<file path="config.mk">
export PLATFORM = sky130hd
export DESIGN_NAME = fetch_queue
export DESIGN_NICKNAME = d
export VERILOG_FILES = /design/src/rtl/fetch_queue.sv
export SDC_FILE = /design/constraint.sdc
export NUM_CORES = 1
export LEC_CHECK = 0
export CORE_MARGIN = 2
export CORE_UTILIZATION = 59
export DETAILED_ROUTE_END_ITERATION = 7
export MAX_ROUTING_LAYER = met4
export PLACE_DENSITY_LB_ADDON = 0.15
export SYNTH_ARGS = -nofsm -noshare
export SYNTH_HDL_FRONTEND = slang
export SYNTH_SLANG_ARGS = --single-unit
</file>
<file path="constraint.sdc">
create_clock -name clk_i -period 6.88 [get_ports clk_i]
set_input_delay 1.032 -clock clk_i [delete_from_list [all_inputs] [get_ports clk_i]]
set_output_delay 1.032 -clock clk_i [all_outputs]
set_load 0.1 [all_outputs]
</file>
<file path="src/rtl/fetch_queue.sv">
// fetch_queue: DEPTH-entry first-word-fall-through queue of {pc+4, instruction}
// pairs sitting between fetch and decode. An empty queue presents a NOP bubble
// (all-zero instruction and pc+4). A redirect flush empties the queue in one cycle.
//
// Handshake: a transfer happens on a rising edge when valid and ready are both 1
// on that side (push = push_valid_i & push_ready_o, pop = pop_valid_o & pop_ready_i).
// push_ready_o is a function of registered occupancy only, so a full queue refuses
// a push even in a cycle where decode pops. pop_valid_o and the head data are
// combinational from registered state, and decode may sample them in the same cycle.
module fetch_queue #(
  parameter int INST_W = 32,
  parameter int PC_W   = 32,
  parameter int DEPTH  = 4,
  localparam int CNT_W = $clog2(DEPTH) + 1
) (
  input  logic              clk_i,
  input  logic              rst_i,
  input  logic              flush_i,
  input  logic              push_valid_i,
  input  logic [INST_W-1:0] push_inst_i,
  input  logic [PC_W-1:0]   push_pc4_i,
  output logic              push_ready_o,
  output logic              pop_valid_o,
  output logic [INST_W-1:0] pop_inst_o,
  output logic [PC_W-1:0]   pop_pc4_o,
  input  logic              pop_ready_i,
  output logic [CNT_W-1:0]  count_o,
  output logic              ovf_err_o
);

  localparam int PTR_W = $clog2(DEPTH);

  logic [PTR_W-1:0]  rd_ptr_q, rd_ptr_d;
  logic [PTR_W-1:0]  wr_ptr_q, wr_ptr_d;
  logic [CNT_W-1:0]  count_q, count_d;
  logic              ovf_q, ovf_d;
  logic [INST_W-1:0] inst_mem_q [DEPTH];
  logic [INST_W-1:0] inst_mem_d [DEPTH];
  logic [PC_W-1:0]   pc4_mem_q  [DEPTH];
  logic [PC_W-1:0]   pc4_mem_d  [DEPTH];

  logic push;
  logic pop;

  // Handshake and head presentation; bubble is forced to zero when empty.
  always_comb begin
    push_ready_o = (count_q != CNT_W'(DEPTH));
    pop_valid_o  = (count_q != '0);
    push         = push_valid_i & push_ready_o;
    pop          = pop_ready_i & pop_valid_o;
    pop_inst_o   = pop_valid_o ? inst_mem_q[rd_ptr_q] : '0;
    pop_pc4_o    = pop_valid_o ? pc4_mem_q[rd_ptr_q]  : '0;
    count_o      = count_q;
    ovf_err_o    = ovf_q;
  end

  // Next-state for pointers, occupancy and the sticky overflow flag; flush wins.
  always_comb begin
    rd_ptr_d = rd_ptr_q;
    wr_ptr_d = wr_ptr_q;
    count_d  = count_q;
    ovf_d    = ovf_q | (push_valid_i & ~push_ready_o & ~flush_i);
    if (flush_i) begin
      rd_ptr_d = '0;
      wr_ptr_d = '0;
      count_d  = '0;
    end else begin
      if (push) wr_ptr_d = wr_ptr_q + PTR_W'(1);
      if (pop)  rd_ptr_d = rd_ptr_q + PTR_W'(1);
      count_d = count_q + CNT_W'(push) - CNT_W'(pop);
    end
  end

  // Storage write; a push dropped by flush leaves the array untouched.
  always_comb begin
    inst_mem_d = inst_mem_q;
    pc4_mem_d  = pc4_mem_q;
    if (push && !flush_i) begin
      inst_mem_d[wr_ptr_q] = push_inst_i;
      pc4_mem_d[wr_ptr_q]  = push_pc4_i;
    end
  end

  // Control state register with asynchronous reset.
  always_ff @(posedge clk_i or posedge rst_i) begin
    if (rst_i) begin
      rd_ptr_q <= '0;
      wr_ptr_q <= '0;
      count_q  <= '0;
      ovf_q    <= 1'b0;
    end else begin
      rd_ptr_q <= rd_ptr_d;
      wr_ptr_q <= wr_ptr_d;
      count_q  <= count_d;
      ovf_q    <= ovf_d;
    end
  end

  // Storage register; contents are only meaningful where count says so.
  always_ff @(posedge clk_i) begin
    inst_mem_q <= inst_mem_d;
    pc4_mem_q  <= pc4_mem_d;
  end

endmodule

</file>
==> results.md, run 1 <==
* Crit path capture type: primary output
* Initial DRC Count at between 200 and 300
* Die W at 135.3 µm
* Layer with the highest usage: met2
* Setup bufs post-CTS at 0
* CTS Buffer Depth at 3
* Clock Sinks at 264
* Critical path type: register to primary output
* Post-CTS sizing at 0
* # hold bufs at CTS at 0
* Drt first pass iters at 4
* EDFF count, synth at 256
* Hpwl dp at 9541 µm
* Minimum clock period at 4.902 ns
* Yosys warning count at 0
* Setup tns final at 0 ns
* Synth Net Count at 530
* Core area at 0.01670 mm²
* Synth top area cells: edfxtp_1 76%, mux4_2 14%, and2_1 4.2%, dfrtp_1 2.0%, ha_1 0.74%
* Total Wirelength at around 18000 µm
* Share of Yosys cell area claimed by the top area cell type at 0.7564
* Max-slew headroom at 0.2088
* Fin area at 0.01255 mm²
* Hold Crit Class: register to register
* Met2 track demand over resource at 0.3424
* WL/cell at 21.65 µm
* Area of the multi-input gates at 0.002131 mm²
* Required @ worst endpoint at 5.85 ns
* Vias at 4786
* DR vias/cell at 5.725
* Fin. max-slew vios at 0
* Site Rows at 47
* Distinct cells, synth at 23
* Synth Instances at between 400 and 500
* Area of placed instances at between 0.01 and 0.015 mm²
* Layout cells sized above 1 at 0.1753
* Final design utilization at 0.7515
* TritonCTS clock tree: yes
* Residual DRC count at 0
* Outcome: completed
* Reg clk slew, reported paths at around 0.060 ns
* Async set or reset register ratio after synthesis at 0.03030
* GR Util met3 at 0.03591
* Initial antenna violation count at 0
* Area leader, netlist: edfxtp_1
* Ant diodes at 0
* FF+latch area at 0.007895 mm²
* Root buf cell: clkbuf_16
* Final ANT Viol Nets at 0
* Die area at 0.01829 mm²
* Final period util at 0.7124
* F_max at about 200 MHz
* IO Port Bufs at 138
* CP startpoint kind: register
* Chip height at 135.3 µm
* M1 GR Usage at 0.2745
* Synthesized area at 0.01016 mm²
* Final setup violation count at 0
* Unrepaired setup endpoints after global routing: false
* Clock skew at 0.01097 ns
* Number of global-route vias before repair at 5264
* Max FO, Critical Path at 50
* Syn avg cell area at 22.39 µm²
* Layout fillers at a little under 1000
* Final Net Count at 675
* Initial Utilization at 0.6086
* Area grow syn2layout at 23.49%
* Total CTS buffers at 26
* Ys flop type: edfxtp_1
* Final Hold Violating Endpoints at 0
* Clk_lat worst skew at 0.51 ns
* Htree depth at 1
* Synth Register Bits at 264
* Max_cap viols at 0
* # IOs at 139
* Routability Congestion at about 0.73
* Crit path DAT at 3.87 ns
* Tot GR Track Use at 0.2087
* Worst slew pin tran at 1.187 ns
* Gr ovfl total at 0
* Largest net degree at the start of global routing at 66
* First-pass GRT wire length at 27740 µm
* Register area share after synthesis at 0.7761
## placed cells by master (no fill, tap or decap)
master	count
and2_1	64
and2_4	5
buf_4	1
bufinv_16	3
clkbuf_1	6
clkbuf_16	27
clkdlybuf4s50_1	138
clkinv_1	6
clkinv_4	1
clkinvlp_4	2
dfrtp_1	6
dfrtp_4	2
edfxtp_1	256
fa_1	1
ha_1	6
inv_1	7
mux2_4	1
mux4_2	64
nand2b_1	1
nand4b_1	1
nor2_1	6
nor2b_1	2
o21bai_1	1
o311ai_0	1
o31ai_1	2
or3_2	1
or3b_4	1
xnor2_1	1
xor2_1	3
## routing by layer
metal / vias up / wire length (µm)
li1: 2121 / -
met1: 2477 / 7358
met2: 153 / 9237
met3: 35 / 1105
met4: 0 / 397
met5: - / 0
## per-stage QoR
stage	std cells	setup slack (ns)	hold WS, ns
after floorplan	454	2.751	0.5730
after global placement	791	2.465	0.4643
after detailed placement	791	2.472	0.4608
after CTS	836	1.875	0.4846
after global routing	836	1.748	0.5255
final	836	1.978	0.4839
## kinds of logic after synthesis
group	synth area share
AO/OA/AOI/OAI	0.003078
adder cells (fa/ha/maj)	0.009356
multiplexers	0.1433
buffers and inverters	0.01539
AND/OR/NAND/NOR	0.04937
flip-flops	0.7761
XOR/XNOR	0.003448
## area by class of cell
| class | count | share of cell area |
|---|---|---|
| multi-input combinational | 161 | 0.1698 |
| inverter | 7 | 0.002094 |
| clock buffer | 33 | 0.05563 |
| clock inverter | 12 | 0.01087 |
| timing repair buffer | 139 | 0.1107 |
| tap | 220 | 0.02193 |
| sequential | 264 | 0.6290 |
## critical path: stages (launching register included)
cell and delay (ns):
dfrtp_4 1.07, buf_4 0.50, mux4_2 0.56, and2_1 0.19
clkdlybuf4s50_1 0.98
## synthesized netlist by cell type (2+ instances only)
library cell	n
and2_1	68
xor2_1	3
inv_1	7
o31ai_1	2
edfxtp_1	256
ha_1	6
nor2_1	6
buf_6	5
buf_2	8
clkbuf_1	9
dfrtp_1	8
nor2b_1	2
mux4_2	64
## final timing paths
check	from	endpoint	slack, ns	depth (start not counted)
worst max-delay path	rd_ptr_q[0]$_DFFE_PP0P_	pop_inst_o[15]	1.98	4
worst min-delay path	ovf_err_o$_DFF_PP0_	ovf_err_o$_DFF_PP0_	0.48	1
worst max register to register	count_o[1]$_DFF_PP0_	count_o[2]$_DFF_PP0_	4.54	10
worst min register to register	ovf_err_o$_DFF_PP0_	ovf_err_o$_DFF_PP0_	0.48	1
max in group asynchronous	rst_i	rd_ptr_q[1]$_DFFE_PP0P_	5.85	2
min in group asynchronous	rst_i	ovf_err_o$_DFF_PP0_	0.76	2
## registers in the layout (all words and copies together), names as in the netlist
register	flops
inst_mem_q	128
pc4_mem_q	128
count_o	3
rd_ptr_q	2
wr_ptr_q	2
ovf_err_o	1
Power of run 1 is left out: the tool's default activity adds up to more than one toggle a clock period on the data nets, which glitch-free logic cannot reach.
==> run 2, diff against run 1 <==
--- a/config.mk
+++ b/config.mk
@@ -6,7 +6,7 @@
 export NUM_CORES = 1
 export LEC_CHECK = 0
 export CORE_MARGIN = 2
-export CORE_UTILIZATION = 59
+export CORE_UTILIZATION = 49
 export DETAILED_ROUTE_END_ITERATION = 7
 export MAX_ROUTING_LAYER = met4
 export PLACE_DENSITY_LB_ADDON = 0.15
==> constraint.sdc (replaced) <==
create_clock -name clk_i -period 4.3 [get_ports clk_i]
set_input_delay 0.645 -clock clk_i [delete_from_list [all_inputs] [get_ports clk_i]]
set_output_delay 0.645 -clock clk_i [all_outputs]
set_load 0.1 [all_outputs]
==> results.md, run 2 (synthesized netlist as in run 1, its figures left out) <==
* Final period util at 0.7418
* Initial antenna violation count at 1 (+1)
* CP Launch Point: rd_ptr_q[0]$_DFFE_PP0P_
* # IOs at 139 (unchanged)
* Crit path capture: pop_inst_o[14]
* CP top delay family: flip-flops
* Worst path slowest cell: dfrtp_4
* Initial DRC Count at 256 (-14%)
* Crit path capture type: primary output
* Routability Congestion at 0.7129 (-2.1%)
* Commonest non-fill, non-tap cells in the layout: 256 x edfxtp_1, 74 x clkdlybuf4s50_1, 66 x buf_4
* R2R depth at 10 (unchanged)
* Site Rows at 52 (+11%)
* Htree depth at 1 (unchanged)
* Final setup violation count at 0 (unchanged)
* DR vias/cell at 5.352 (-6.5%)
* # hold bufs at CTS at 0 (unchanged)
* Final Hold Violating Endpoints at 0 (unchanged)
* CP startpoint kind: register
* Setup bufs post-CTS at 0 (unchanged)
* Gr ovfl total at 0 (unchanged)
* Hold Crit Class: input port to async pin
* Final Net Count at 681 (+0.89%)
* Largest net degree at the start of global routing at 66 (unchanged)
* Unrepaired setup endpoints after global routing: false
* Clock skew at 0.01202 ns (+0.001049 ns)
* Max_cap viols at 0 (unchanged)
* Vias at 4795 (+0.19%)
* Final ANT Viol Nets at 0 (unchanged)
* Fin area at 0.01265 mm² (+0.80%)
* Required @ worst endpoint at 3.65 ns (-2.20 ns)
* Setup tns final at 0 ns (unchanged)
* Drt first pass iters at 4 (unchanged)
* Critical path type: register to primary output
* Fin. max-slew vios at 0 (unchanged)
* Reg2reg end: count_o[2]$_DFF_PP0_
* Area grow syn2layout at 24.47%
* Core area at 0.02030 mm² (+22%)
* CP Cell Sequence: buf_4 > mux4_2 > and2_1 > buf_4
* Layout fillers at 1425 (+46%)
* Clock Sinks at 264 (unchanged)
* Area of placed instances at 0.01171 mm² (about the same)
* Hpwl dp at 10060 µm (+5.5%)
* Number of global-route vias before repair at 5137 (-2.4%)
* Post-CTS sizing at 0 (unchanged)
* Worst Hold Slack at 0.3815 ns (-0.1024 ns)
* Worst slew pin tran at 1.010 ns (-0.1763 ns)
* IO Port Bufs at 138 (unchanged)
* First-pass GRT wire length at 28200 µm (+1.6%)
* Total Wirelength at 18270 µm (+0.96%)
* Outcome: completed
* Worst Path Buf+Inv at 2 (unchanged)
* Clk_lat worst skew at 0.52 ns (about the same)
* Crit path top cell by count: buf_4
* Total CTS buffers at 27 (+3.8%)
* F_max at 313.5 MHz
* Die W at 148.0 µm (+9.4%)
* Max FO, Critical Path at 17 (-66%)
* Initial Utilization at 0.5007 (-0.1079)
* Residual DRC count at 0 (unchanged)
* Root buf cell: clkbuf_16
* TritonCTS clock tree: yes
* Crit path DAT at 2.54 ns (-1.33 ns)
* Reg clk slew, reported paths at 0.06 ns (about the same)
* Worst R2R Start: count_o[1]$_DFF_PP0_
* Tot GR Track Use at 0.1731 (-0.03556)
* WL/cell at 20.39 µm (-5.8%)
* Die area at 0.02191 mm² (+20%)
* CTS Buffer Depth at 3 (unchanged)
* Leading cell type in the layout, fill and taps excluded: edfxtp_1
* Layout cells sized above 1 at 0.2960 (+0.1207)
* R2R Setup Slk at 1.96 ns (-2.58 ns)
* CP peak stage delay at 0.65 ns (-0.42 ns)
* Max-slew headroom at 0.3264 (+0.1175)
* Minimum clock period at between 3 and 4 ns
* Chip height at 148.0 µm (+9.4%)
* Instance count on the critical path at 4 (unchanged)
-- run 2: how the worst min path moves through the flow --
stage                                   start                       to  slack, ns  cells after the start
after floorplan                         rst_i     count_o[0]$_DFF_PP0_       0.46                      1
after global placement    ovf_err_o$_DFF_PP0_      ovf_err_o$_DFF_PP0_       0.47                      1
after detailed placement  ovf_err_o$_DFF_PP0_      ovf_err_o$_DFF_PP0_       0.47                      1
after CTS                               rst_i  wr_ptr_q[1]$_DFFE_PP0P_       0.37                      2
after global routing                    rst_i     count_o[1]$_DFF_PP0_       0.44                      2
final                                   rst_i  wr_ptr_q[1]$_DFFE_PP0P_       0.38                      2
-- run 2: worst reg2reg max path, stage by stage (launching register included) --
cell and delay [ns]:
dfrtp_1 0.46, or3b_4 0.46, and2_4 0.19, inv_1 0.05
ha_1 0.21, inv_1 0.06, ha_1 0.13, inv_1 0.05
fa_1 0.38, xnor2_1 0.17, nor2_1 0.05
-- run 2: final cells by class --
type,instances,area (µm²),share of cell area
multi-input cells,161,2131,0.1684
inverters,7,26.28,0.002077
flip-flops and latches,264,7895,0.6241
well taps,270,337.8,0.02670
clock inverters,18,251.5,0.01988
clock buffers,31,690.7,0.05459
repair buffers,144,1316,0.1040
diodes,1,2.502,0.0001978
-- run 2: metal layers --
layer / up-vias / routed length [µm] / track usage
met5: - / 0 / -
met4: 0 / 265 / 0.03762
met3: 29 / 1272 / 0.03920
met2: 164 / 8784 / 0.2736
met1: 2469 / 7950 / 0.2355
li1: 2133 / - / -
-- run 2: through the flow --
step / setup WS [ns] / utilization / instances
finish: 1.110 / 0.6232 / 896
global route: 0.9381 / 0.6232 / 896
CTS: 1.023 / 0.6231 / 895
detailed placement: 1.229 / 0.5767 / 846
global placement: 1.305 / 0.5767 / 846
floorplan: 0.5576 / - / 454
Power of run 2 is left out for the same reason.
==> run 3, diff against run 2 <==
--- a/config.mk
+++ b/config.mk
@@ -6,7 +6,7 @@
 export NUM_CORES = 1
 export LEC_CHECK = 0
 export CORE_MARGIN = 2
-export CORE_UTILIZATION = 49
+export CORE_UTILIZATION = 54
 export DETAILED_ROUTE_END_ITERATION = 7
 export MAX_ROUTING_LAYER = met4
 export PLACE_DENSITY_LB_ADDON = 0.15
==> constraint.sdc (replaced) <==
create_clock -name clk_i -period 3.35 [get_ports clk_i]
set_input_delay 0.5025 -clock clk_i [delete_from_list [all_inputs] [get_ports clk_i]]
set_output_delay 0.5025 -clock clk_i [all_outputs]
set_load 0.1 [all_outputs]
==> results.md, run 3 (synthesized netlist as in run 1, its figures left out) <==
* Crit path capture type: primary output
* Core area at 0.01858 mm² (-8.5%)
* Die area at 0.01993 mm² (-9.0%)
* Initial antenna violation count at 0 (-1)
* Minimum clock period at 3.154 ns
* Gr ovfl total at 0 (unchanged)
* Layout fillers at 1221 (-14%)
* Max_cap viols at 0 (unchanged)
* Setup tns final at 0 ns (unchanged)
* Layout cells sized above 1 at 0.3044 (+0.008416)
* Post-CTS sizing at 0 (unchanged)
* F_max at 317.0 MHz
* Final ANT Viol Nets at 0 (unchanged)
* Area grow syn2layout at 23.86%
* TritonCTS clock tree: yes
* Residual DRC count at 0 (unchanged)
* Final Net Count at 691 (+1.5%)
* Max-slew headroom at 0.2764 (-0.04996)
* Total CTS buffers at 26 (-3.7%)
* Htree depth at 1 (unchanged)
* Hold Crit Class: input port to async pin
* Hpwl dp at 11550 µm (+15%)
* Max FO, Critical Path at 65 (+48)
* # hold bufs at CTS at 0 (unchanged)
* Site Rows at 50 (-3.8%)
* Tot GR Track Use at 0.1938 (+0.02070)
* Outcome: completed
* Ant diodes at 0 (-1)
* Worst R2R Start: count_o[1]$_DFF_PP0_
* Met2 track demand over resource at 0.3122 (+0.03860)
* Drt first pass iters at 4 (unchanged)
* Routability Congestion at 0.7822 (+9.7%)
* Final period util at 0.9416
* Initial DRC Count at 346 (+35%)
* Crit path DAT at 2.65 ns (+0.11 ns)
* DR vias/cell at 5.622 (+5.1%)
* Final design utilization at 0.6775 (+0.05429)
* Clk_lat worst skew at 0.52 ns (about the same)
* # IOs at 139 (unchanged)
* Largest net degree at the start of global routing at 66 (unchanged)
* IO Port Bufs at 138 (unchanged)
* Clock Sinks at 264 (unchanged)
* Die W at 141.2 µm (-4.6%)
* WL/cell at 21.27 µm (+4.3%)
* Unrepaired setup endpoints after global routing: false
* Area of placed instances at 0.01175 mm² (+0.39%)
* Fin area at 0.01259 mm² (-0.49%)
* M1 GR Usage at 0.2592 (+0.02363)
* First-pass GRT wire length at 28680 µm (+1.7%)
* Leading cell type in the layout, fill and taps excluded: edfxtp_1
* Reg clk slew, reported paths at 0.06 ns (about the same)
* Total Wirelength at 18460 µm (+1.1%)
* Vias at 4880 (+1.8%)
* Required @ worst endpoint at 2.85 ns (-0.80 ns)
* R2R depth at 10 (unchanged)
* R2R Setup Slk at 0.96 ns (-1.00 ns)
* Reg2reg end: count_o[2]$_DFF_PP0_
* Final Hold Violating Endpoints at 0 (unchanged)
* CTS Buffer Depth at 3 (unchanged)
* Setup bufs post-CTS at 0 (unchanged)
* Worst slew pin tran at 1.085 ns (+0.07494 ns)
* Number of global-route vias before repair at 5213 (+1.5%)
* Fin. max-slew vios at 0 (unchanged)
* Root buf cell: clkbuf_16
* GR Util met3 at 0.04042 (+0.001224)
* Final setup violation count at 0 (unchanged)
* Layer with the highest usage: met2
* Initial Utilization at 0.5470 (+0.04633)
* Critical path type: register to primary output
* Commonest non-fill, non-tap cells in the layout: 256 x edfxtp_1, 78 x buf_4, 72 x clkdlybuf4s50_1
* CP startpoint kind: register
* Clock skew at 0.01025 ns (-0.001775 ns)
* Chip height at 141.2 µm (-4.6%)
## run 3: stage by stage
stage               instances  setup slack, ns  hold slack, ns
finish                    868           0.1956          0.2419
global route              868          0.08685          0.2665
CTS                       868           0.2097          0.2278
detailed placement        821           0.6403          0.4808
global placement          821           0.7446          0.5010
floorplan                 454           0.2507          0.3182
## run 3: final cells by class
class / count / area, µm² / area share
Sequential cell: 264 / 7895 / 0.6272
Clock inverter: 15 / 142.6 / 0.01133
Tap cell: 234 / 292.8 / 0.02326
Multi-Input combinational cell: 161 / 2131 / 0.1693
Timing Repair Buffer: 155 / 1406 / 0.1117
Clock buffer: 32 / 694.4 / 0.05516
Inverter: 7 / 26.28 / 0.002087
## run 3: per-layer routing
metal	up-vias	routed length (µm)
met5	-	0
met4	0	308
met3	32	1073
met2	151	9390
met1	2537	7691
li1	2160	-
## run 3: worst max-delay path by stage
| stage | from | to | cells after the start |
|---|---|---|---|
| floorplan | count_o[1]$_DFF_PP0_ | pop_pc4_o[22] | 3 |
| global placement | flush_i | inst_mem_q[60]$_DFFE_PP_ | 5 |
| detailed placement | flush_i | inst_mem_q[28]$_DFFE_PP_ | 5 |
| CTS | count_o[1]$_DFF_PP0_ | pop_pc4_o[22] | 3 |
| global route | count_o[1]$_DFF_PP0_ | pop_pc4_o[22] | 3 |
| finish | count_o[1]$_DFF_PP0_ | pop_pc4_o[22] | 3 |
## run 3: worst max-delay path, cell delays in order (launching register included)
cell and delay, ns:
dfrtp_1 0.47, or3_2 0.93, and2_1 0.38, buf_4 0.24
Power of run 3 is left out for the same reason.
